<file path="config.mk">
export PLATFORM = sky130hd
export DESIGN_NAME = cve2_obi_sram_adapter
export DESIGN_NICKNAME = d
export VERILOG_FILES = /design/src/rtl/cve2_pkg.sv /design/src/rtl/cve2_obi_sram_adapter.sv
export SDC_FILE = /design/constraint.sdc
export NUM_CORES = 1
export LEC_CHECK = 0
export CORE_AREA = 2 2 84 86
export CTS_BUF_LIST = sky130_fd_sc_hd__clkbuf_8
export DETAILED_ROUTE_END_ITERATION = 16
export DIE_AREA = 0 0 86 88
export GPL_TIMING_DRIVEN = 0
export PLACE_DENSITY = 0.71
export SLEW_MARGIN = 15
export SYNTH_ARGS = -nofsm -noshare
export SYNTH_HDL_FRONTEND = slang
export SYNTH_SLANG_ARGS = --single-unit
</file>
<file path="constraint.sdc">
create_clock -name clk_i -period 1 [get_ports clk_i]
set_input_delay 0.2 -clock clk_i [delete_from_list [all_inputs] [get_ports clk_i]]
set_output_delay 0.2 -clock clk_i [all_outputs]
set_load 0.03 [all_outputs]
</file>
<file path="src/rtl/cve2_pkg.sv">
// -----------------------------------------------------------------------------
// cve2_pkg
// Shared types and helpers for the CVE2 OBI-to-SRAM data-port adapter.
//   obi_sram_state_e : response FSM state of cve2_obi_sram_adapter
//   be_to_mask()     : expands a 4-bit byte enable into a 32-bit bit mask
// -----------------------------------------------------------------------------
package cve2_pkg;

    typedef enum logic [1:0] {
        IDLE     = 2'd0,
        RESP_RD  = 2'd1,
        RESP_WR  = 2'd2,
        RESP_ERR = 2'd3
    } obi_sram_state_e;

    // Each byte-enable bit covers eight data bits of the SRAM word.
    function automatic logic [31:0] be_to_mask(input logic [3:0] be);
        logic [31:0] mask;
        for (int i = 0; i < 4; i++) begin
            mask[i*8 +: 8] = {8{be[i]}};
        end
        return mask;
    endfunction

endpackage

</file>
<file path="src/rtl/cve2_obi_sram_adapter.sv">
// -----------------------------------------------------------------------------
// cve2_obi_sram_adapter
// Bridges the CVE2 core OBI data port onto a single-port SRAM with a one-cycle
// read latency. Requests are granted when the shared SRAM port is available,
// or immediately when the request is bad (no byte enables, or outside the
// window when range checking is built in). Every accepted request produces
// exactly one response one cycle later; one transaction per cycle is sustained.
//
// Build option:
//   CVE2_OBI_SRAM_RANGE_CHECK_EN  defined   -> addresses outside
//                                              [MemBase, MemBase + 4*MemDepth)
//                                              get an error response.
//                                 undefined -> no window check; addresses alias
//                                              modulo the SRAM size.
//
// Parameters:
//   MemBase   byte base address of the SRAM window (word aligned)
//   MemDepth  SRAM depth in 32-bit words (power of two, >= 2)
//
// Ports:
//   clk_i, rst_ni                      clock, asynchronous active-low reset
//   data_req_i/we_i/be_i/addr_i/wdata_i OBI request from the core
//   data_gnt_o                         request accepted this cycle
//   data_rvalid_o/rdata_o/err_o        OBI response
//   sram_req_o/we_o/addr_o             SRAM strobe, write enable, word address
//   sram_wmask_o/wdata_o               SRAM bit write mask, write data
//   sram_gnt_i                         SRAM port available this cycle
//   sram_rdata_i                       SRAM read data (one cycle after read)
// -----------------------------------------------------------------------------
module cve2_obi_sram_adapter
    import cve2_pkg::*;
#(
    parameter logic [31:0] MemBase  = 32'h0000_0000,
    parameter int unsigned MemDepth = 4096
) (
    input  logic                        clk_i,
    input  logic                        rst_ni,

    input  logic                        data_req_i,
    input  logic                        data_we_i,
    input  logic [3:0]                  data_be_i,
    input  logic [31:0]                 data_addr_i,
    input  logic [31:0]                 data_wdata_i,
    output logic                        data_gnt_o,
    output logic                        data_rvalid_o,
    output logic [31:0]                 data_rdata_o,
    output logic                        data_err_o,

    output logic                        sram_req_o,
    output logic                        sram_we_o,
    output logic [$clog2(MemDepth)-1:0] sram_addr_o,
    output logic [31:0]                 sram_wmask_o,
    output logic [31:0]                 sram_wdata_o,
    input  logic                        sram_gnt_i,
    input  logic [31:0]                 sram_rdata_i
);

    localparam int unsigned AddrW = $clog2(MemDepth);

    // Elaboration-time sanity checks on the configuration.
    if (MemDepth < 2 || (MemDepth & (MemDepth - 1)) != 0) begin : g_depth_check
        $error("MemDepth must be a power of two and at least 2");
    end
    if (MemBase[1:0] != 2'b00) begin : g_base_check
        $error("MemBase must be word aligned");
    end

    obi_sram_state_e state_q, state_d;

    logic bad;
    logic accept;
    logic in_window;

`ifdef CVE2_OBI_SRAM_RANGE_CHECK_EN
    // One extra bit so a window ending at 4 GiB does not wrap to zero.
    localparam logic [32:0] MemEnd = {1'b0, MemBase} + 33'(4 * MemDepth);
    assign in_window = (data_addr_i >= MemBase) && ({1'b0, data_addr_i} < MemEnd);
`else
    assign in_window = 1'b1;
`endif

    // Word-offset bits and the bits above the SRAM index only matter to the
    // window check; without it the address simply aliases.
    logic unused_addr;
    assign unused_addr = ^{data_addr_i[31:AddrW+2], data_addr_i[1:0]};

    assign bad    = (data_be_i == 4'h0) || !in_window;
    // Bad requests are answered locally, so they never wait on the SRAM port.
    assign accept = data_req_i && (sram_gnt_i || bad);

    assign data_gnt_o   = accept;
    assign sram_req_o   = data_req_i && sram_gnt_i && !bad;
    assign sram_we_o    = data_we_i;
    assign sram_addr_o  = data_addr_i[AddrW+1:2];
    assign sram_wmask_o = be_to_mask(data_be_i);
    assign sram_wdata_o = data_wdata_i;

    // NOTE: state registers use non-blocking assignments so every flop samples
    // pre-edge values; blocking here would create simulation/synthesis races.
    always_ff @(posedge clk_i or negedge rst_ni) begin
        if (!rst_ni) begin
            state_q <= IDLE;
        end else begin
            state_q <= state_d;
        end
    end

    // The response state is re-decided every cycle, which is what allows a new
    // accept in the same cycle the previous response is presented.
    always_comb begin
        // NOTE: every output of this block gets a default first; a path that
        // skipped an assignment would infer a latch.
        state_d       = IDLE;
        data_rvalid_o = (state_q != IDLE);
        data_rdata_o  = 32'h0;
        data_err_o    = 1'b0;

        if (accept) begin
            if (bad) begin
                state_d = RESP_ERR;
            end else if (data_we_i) begin
                state_d = RESP_WR;
            end else begin
                state_d = RESP_RD;
            end
        end

        unique case (state_q)
            RESP_RD:  data_rdata_o = sram_rdata_i;
            RESP_ERR: data_err_o   = 1'b1;
            default:  ;
        endcase
    end

    a_rvalid_known : assert property (@(posedge clk_i) disable iff (!rst_ni)
        !$isunknown(data_rvalid_o));

    a_sram_req_good : assert property (@(posedge clk_i) disable iff (!rst_ni)
        sram_req_o |-> !bad);

endmodule
</file>
==> qor.csv, run 1 <==
metric;value;unit
cts_htree_levels;1;
antennaDiodeCount;0;
slew_headroom;77.3;%
ys_seq_area_share;5.49;%
most_frequent_cells_in_the_layout;81 x sky130_fd_sc_hd__buf_4, 48 x sky130_fd_sc_hd__dlygate4sd2_1, 37 x sky130_fd_sc_hd__buf_6, 35 x sky130_fd_sc_hd__clkdlybuf4s50_1, 32 x sky130_fd_sc_hd__and2_4;
yosys_warnings;0;
port_buffers;153;
drt-pass1-iter-count;2;
drv_cap;0;
number_of_standard_cell_rows_in_the_floorplan;30;
die-width;86;um
layout_commonest_cell;sky130_fd_sc_hd__buf_4;
synth_cells;125;
top_level_ports;218;
synth_top_family_by_area;buffers and inverters;
design.die.area;7570;sq um
final_worst_hold_slack;0.156;ns
synth-adder-area-share;0;%
first_global_vias;1207;
cts.reportedPaths.clkPinSlew;0.03;ns
drt_iter0_markers;2;
period_utilization_post_route;146;%
timing.critical_path.to_type;primary output;
clock_tree.root_cell;sky130_fd_sc_hd__clkbuf_8;
wire_length_of_the_first_global_routing_pass;5350;um
run_status;complete, but fails checks;
flip_flop_count_of_the_largest_register_after_layout;2;
layout.core_utilization;40.2;%
setup_ws_post_layout;-0.456;ns
critPathLaunchType;flip-flop;
tritoncts;built;
ir_drop;0.000380;V
gp_congestion;0.681;
min-delay-path-class;input pin to asynchronous set/reset pin;
cts_hold_repair.buffers;0;
largest_register;state_q;
maxSlewViolCount;0;
finalWirelength;3680;um
p_comb_share;76.3;%
cts_buffer_depth;2;
top_fanout_value_on_the_critical_path;10;
tightestPinTransition;0.341;ns
groute.usage.overall;8.50;%
fp.coreArea;6640;sq um
post_synth_mux_area_share;0;%
yosys_cell_types;12;
globalRoute.totalOverflow;0;
total_power;1.71;mW
ant_nets;0;
synth-compound-area-share;2.47;%
route.detailed.wl_per_inst;10.1;um
syn_area;911;sq um
drt_drc_violations_left;0;
clock_sink_count;2;
die-height;88;um
synth_area_per_cell;7.29;sq um
violations;setup timing;
report.final.hold_viol_count;0;
power-per-cell-area;639;nW/um^2
synthSimpleGateAreaFrac;26.9;%
power_leakage;1.41;nW
timing.critical_path.from;state_q[0]$_DFF_PN0_;
synth-xor-area-share;0;%
max_freq;687;MHz
rsz0062_at_grt;true;
power.net_switching;0.710;mW
vias;1254;
postSynthRegisterBits;2;
setup_total_negative_slack;-15.51;ns
critical_path_required;0.80;ns
report.final.setup_viol;36;
post_detailed_route_via_to_cell_ratio;3.45;
number_of_clock_buffers_inserted_by_tritoncts;3;
power_frac_seq;5.3;%
initial_core_util;13.7;%
timing.setup.critical_path_class;flip-flop to primary output;
largest_registers;state_q x2;
clock_power_share;18.4;%
nets;391;
p_int;0.996;mW
hpwl;3390;um
p_sw_share;41.6;%
worstPathArrival;1.26;ns
area.growth.synth_to_final;193;%
antenna_violations_before_repair;0;
layout-drive-gt1-share;64.1;%
net_count_synth;230;
period_minus_slack;1.46;ns
maximum_number_of_pins_on_one_net_before_global_route_repair;11;
[per-layer routing]
metal  part of all wire [%]  GRT usage [%]  vias to the layer above
met5                      0              0                        -
met4                      0           1.30                        0
met3                     16           4.52                        0
met2                     52           14.8                       88
met1                     32           9.39                      544
li1                       -              -                      622
[metrics by stage]
stage                     cells  worst slack [ns]  area, sq um
after detailed placement    358             -1.42         2670
after CTS                   363            -0.481         2690
after global placement      358             -1.42         2670
after global routing        364            -0.530         2670
final                       364            -0.456         2670
after floorplan             125            -0.204         1040
[repair_timing]
action / 4_1_cts / 5_1_grt
buffers inserted: 2 / 1
pin swaps: 1 / 0
endpoints found under the setup margin: 115 / 56
resized for setup: 412 / 31
[critical path, cell delays in order, from the launching register on]
cell                       delay, ns
sky130_fd_sc_hd__dfrtp_1        0.38
sky130_fd_sc_hd__nor2b_4        0.22
sky130_fd_sc_hd__clkbuf_8       0.19
sky130_fd_sc_hd__and2_4         0.14
sky130_fd_sc_hd__buf_6          0.12
[layout make-up]
| class | instances | area, sq um |
|---|---|---|
| repair buffers | 156 | 1480 |
| well taps | 80 | 100 |
| plain buffers | 80 | 619 |
| clock buffers | 3 | 41.3 |
| inverters | 1 | 3.75 |
| fillers | 706 | 3970 |
| multi-input cells | 42 | 378 |
| flip-flops and latches | 2 | 50.0 |
[worst paths after layout]
kind,end,slack [ns],cells past startpoint
worst max-delay path,data_rdata_o[30],-0.46,4
worst min-delay path,state_q[1]$_DFF_PN0_,0.16,1
max in group asynchronous,state_q[0]$_DFF_PN0_,0.72,1
min in group clk_i,state_q[1]$_DFF_PN0_,0.32,3
[cells by family after synthesis]
group,count (synthesis)
simple gates,39
buf+inv,81
compound gates,3
flops,2
[cells in the mapped netlist]
cell type | instances | area [sq um]
sky130_fd_sc_hd__and2_1 | 33 | 206
sky130_fd_sc_hd__buf_4 | 77 | 578
sky130_fd_sc_hd__clkbuf_1 | 3 | 11.3
sky130_fd_sc_hd__dfrtp_1 | 2 | 50.1
sky130_fd_sc_hd__inv_1 | 1 | 3.75
sky130_fd_sc_hd__nand2_1 | 1 | 3.75
sky130_fd_sc_hd__nand3_1 | 1 | 5.00
sky130_fd_sc_hd__nor2b_1 | 2 | 12.5
sky130_fd_sc_hd__o21ai_1 | 2 | 10.0
sky130_fd_sc_hd__o22ai_2 | 1 | 12.5
sky130_fd_sc_hd__or2_2 | 1 | 6.26
sky130_fd_sc_hd__or4_4 | 1 | 11.3
[power groups by stage]
stage / Combinational (mW) / Sequential [mW] / Clock (mW)
global placement: 1.38 / 0.0916 / 0
finish: 1.30 / 0.0907 / 0.313
detailed placement: 1.39 / 0.0917 / 0
CTS: 1.31 / 0.0907 / 0.329
global route: 1.37 / 0.0914 / 0.340
floorplan: 0.800 / 0.0895 / 0
(Power assumes the default switching activity.)
==> run 2: changes to the inputs <==
--- a/config.mk
+++ b/config.mk
@@ -11,6 +11,7 @@
 export DIE_AREA = 0 0 86 88
 export GPL_TIMING_DRIVEN = 0
 export PLACE_DENSITY = 0.71
+export REMOVE_ABC_BUFFERS = 1
 export SLEW_MARGIN = 15
 export SYNTH_ARGS = -nofsm -noshare
 export SYNTH_HDL_FRONTEND = slang
==> run 2 against run 1 <==
Against the previous run: the flow still finishes with violations (setup timing); routed wire length grew 59%; combinational power shrank 43%; utilization shrank 15 points; design area shrank 38%; critical path type unchanged; sequential share of layout area grew 1.2 points; fmax grew 2.9%; hold slack lost 0.0037 ns.
==> qor.csv, run 2 (same netlist as run 1, synthesis figures left out) <==
metric;value;unit
antenna_violations_before_repair;0;
cts.reportedPaths.clkPinSlew;0.03;ns
most_frequent_cells_in_the_layout;40 x sky130_fd_sc_hd__buf_6, 34 x sky130_fd_sc_hd__clkdlybuf4s50_1, 23 x sky130_fd_sc_hd__dlygate4sd2_1, 22 x sky130_fd_sc_hd__and2_1, 11 x sky130_fd_sc_hd__and2_4;
groute.usage.overall;14.2;%
critPathLaunchType;flip-flop;
number_of_clock_buffers_inserted_by_tritoncts;3;
clock_sink_count;2;
power-per-cell-area;696;nW/um^2
period_utilization_post_route;142;%
report.final.hold_viol_count;0;
number_of_inserted_filler_cells_in_the_final_layout;733;
min-delay-path-class;input pin to asynchronous set/reset pin;
wire_length_of_the_first_global_routing_pass;6960;um
area.growth.synth_to_final;80.9;%
setup_ws_post_layout;-0.415;ns
area_taken_by_multi_input_logic_gates;313;sq um
die-width;86;um
largest_register;state_q;
timing.setup.critical_path_class;flip-flop to primary output;
tritoncts;built;
cts_htree_levels;1;
max_freq;707;MHz
post_detailed_route_via_to_cell_ratio;3.74;
port_buffers;109;
top_level_ports;218;
hpwl;5250;um
flip_flop_count_of_the_largest_register_after_layout;2;
cpLargestDelayFamily;flip-flops;
tightestPinTransition;0.310;ns
vias;910;
violations;setup timing;
die-height;88;um
maxSlewViolCount;0;
timing.critical_path.to_type;primary output;
report.final.setup_viol;36;
run_status;complete, but fails checks;
drv_cap;0;
number_of_standard_cell_rows_in_the_floorplan;30;
route.detailed.wl_per_inst;24.1;um
power_leakage;0.795;nW
layout-drive-gt1-share;45.4;%
cell_chain_of_the_critical_path;nor2b_4 > buf_12 > and2_1 > buf_6;
layout_commonest_cell;sky130_fd_sc_hd__buf_6;
cts_buffer_depth;2;
largest_registers;state_q x2;
top_fanout_value_on_the_critical_path;24;
worstPathArrival;1.22;ns
globalRoute.totalOverflow;0;
design.die.area;7570;sq um
antennaDiodeCount;0;
drt_iter0_markers;22;
ant_nets;0;
fp.coreArea;6640;sq um
initial_core_util;13.7;%
slew_headroom;79.4;%
ir_drop;0.000569;V
finalWirelength;5860;um
timing.critical_path.slowest_stage_cell;sky130_fd_sc_hd__dfrtp_1;
area.sequential;50.0;sq um
clock_tree.root_cell;sky130_fd_sc_hd__clkbuf_8;
cp_max_stage_delay;0.39;ns
rsz0062_at_grt;true;
cts_hold_repair.buffers;0;
place.detailed.instances;235;
fin_cells;243;
layout.core_utilization;24.8;%
drt_drc_violations_left;0;
drt-pass1-iter-count;4;
gp_congestion;0.762;
first_global_vias;852;
buffers_inverters_on_critical_path;2;
period_minus_slack;1.42;ns
maximum_number_of_pins_on_one_net_before_global_route_repair;25;
critical_path_required;0.80;ns
nets;270;
-- run 2: layout make-up --
type / instances / share of cell area, %
well taps: 80 / 6.07
clock buffers: 3 / 2.51
multi-input cells: 42 / 19.0
repair buffers: 115 / 69.2
inverters: 1 / 0.228
flip-flops and latches: 2 / 3.04
-- run 2: per-stage QoR --
stage / total power [mW] / worst slack, ns / hold WS, ns / cell area (sq um) / setup TNS, ns
global placement: 0.810 / -1.82 / 0.371 / 1510 / -86.40
CTS: 1.15 / -0.460 / 0.153 / 1650 / -14.65
detailed placement: 0.821 / -1.40 / 0.376 / 1530 / -58.77
floorplan: 0.252 / -0.671 / -0.0956 / 322 / -22.07
global route: 1.20 / -0.482 / 0.155 / 1650 / -15.96
finish: 1.15 / -0.415 / 0.153 / 1650 / -14.01
-- run 2: what timing repair did --
action / 4_1_cts / 5_1_grt
setup endpoints to repair: 71 / 44
resized for setup: 331 / 21
setup buffers: 5 / 1
pin swaps: 9 / 0
-- run 2: final timing paths --
kind | start | endpoint | slack, ns | cells after the start
max in group asynchronous | rst_ni | state_q[0]$_DFF_PN0_ | 0.73 | 1
min | rst_ni | state_q[1]$_DFF_PN0_ | 0.15 | 1
min in group clk_i | data_req_i | state_q[1]$_DFF_PN0_ | 0.36 | 3
max | state_q[1]$_DFF_PN0_ | data_rdata_o[22] | -0.42 | 4
-- run 2: metal layers --
metal,global-route usage [%],wire (um)
met5,1.30,0
met2,23.0,2670
met4,3.03,21
met1,10.9,1520
met3,17.2,1650
-- run 2: where the power goes --
part           total (mW)  internal [mW]  leakage (nW)  switching (mW)
Sequential         0.0891         0.0858        0.0267         0.00333
Clock               0.319          0.255        0.0216          0.0646
Combinational       0.739          0.357         0.746           0.383
==> run 3: changes to the inputs <==
--- a/config.mk
+++ b/config.mk
@@ -9,6 +9,7 @@
 export CTS_BUF_LIST = sky130_fd_sc_hd__clkbuf_8
 export DETAILED_ROUTE_END_ITERATION = 16
 export DIE_AREA = 0 0 86 88
+export GPL_ROUTABILITY_DRIVEN = 0
 export GPL_TIMING_DRIVEN = 0
 export PLACE_DENSITY = 0.71
 export REMOVE_ABC_BUFFERS = 1
==> results of run 3 <==
No change in the layout: final DEF, timing and power equal those of run 2.
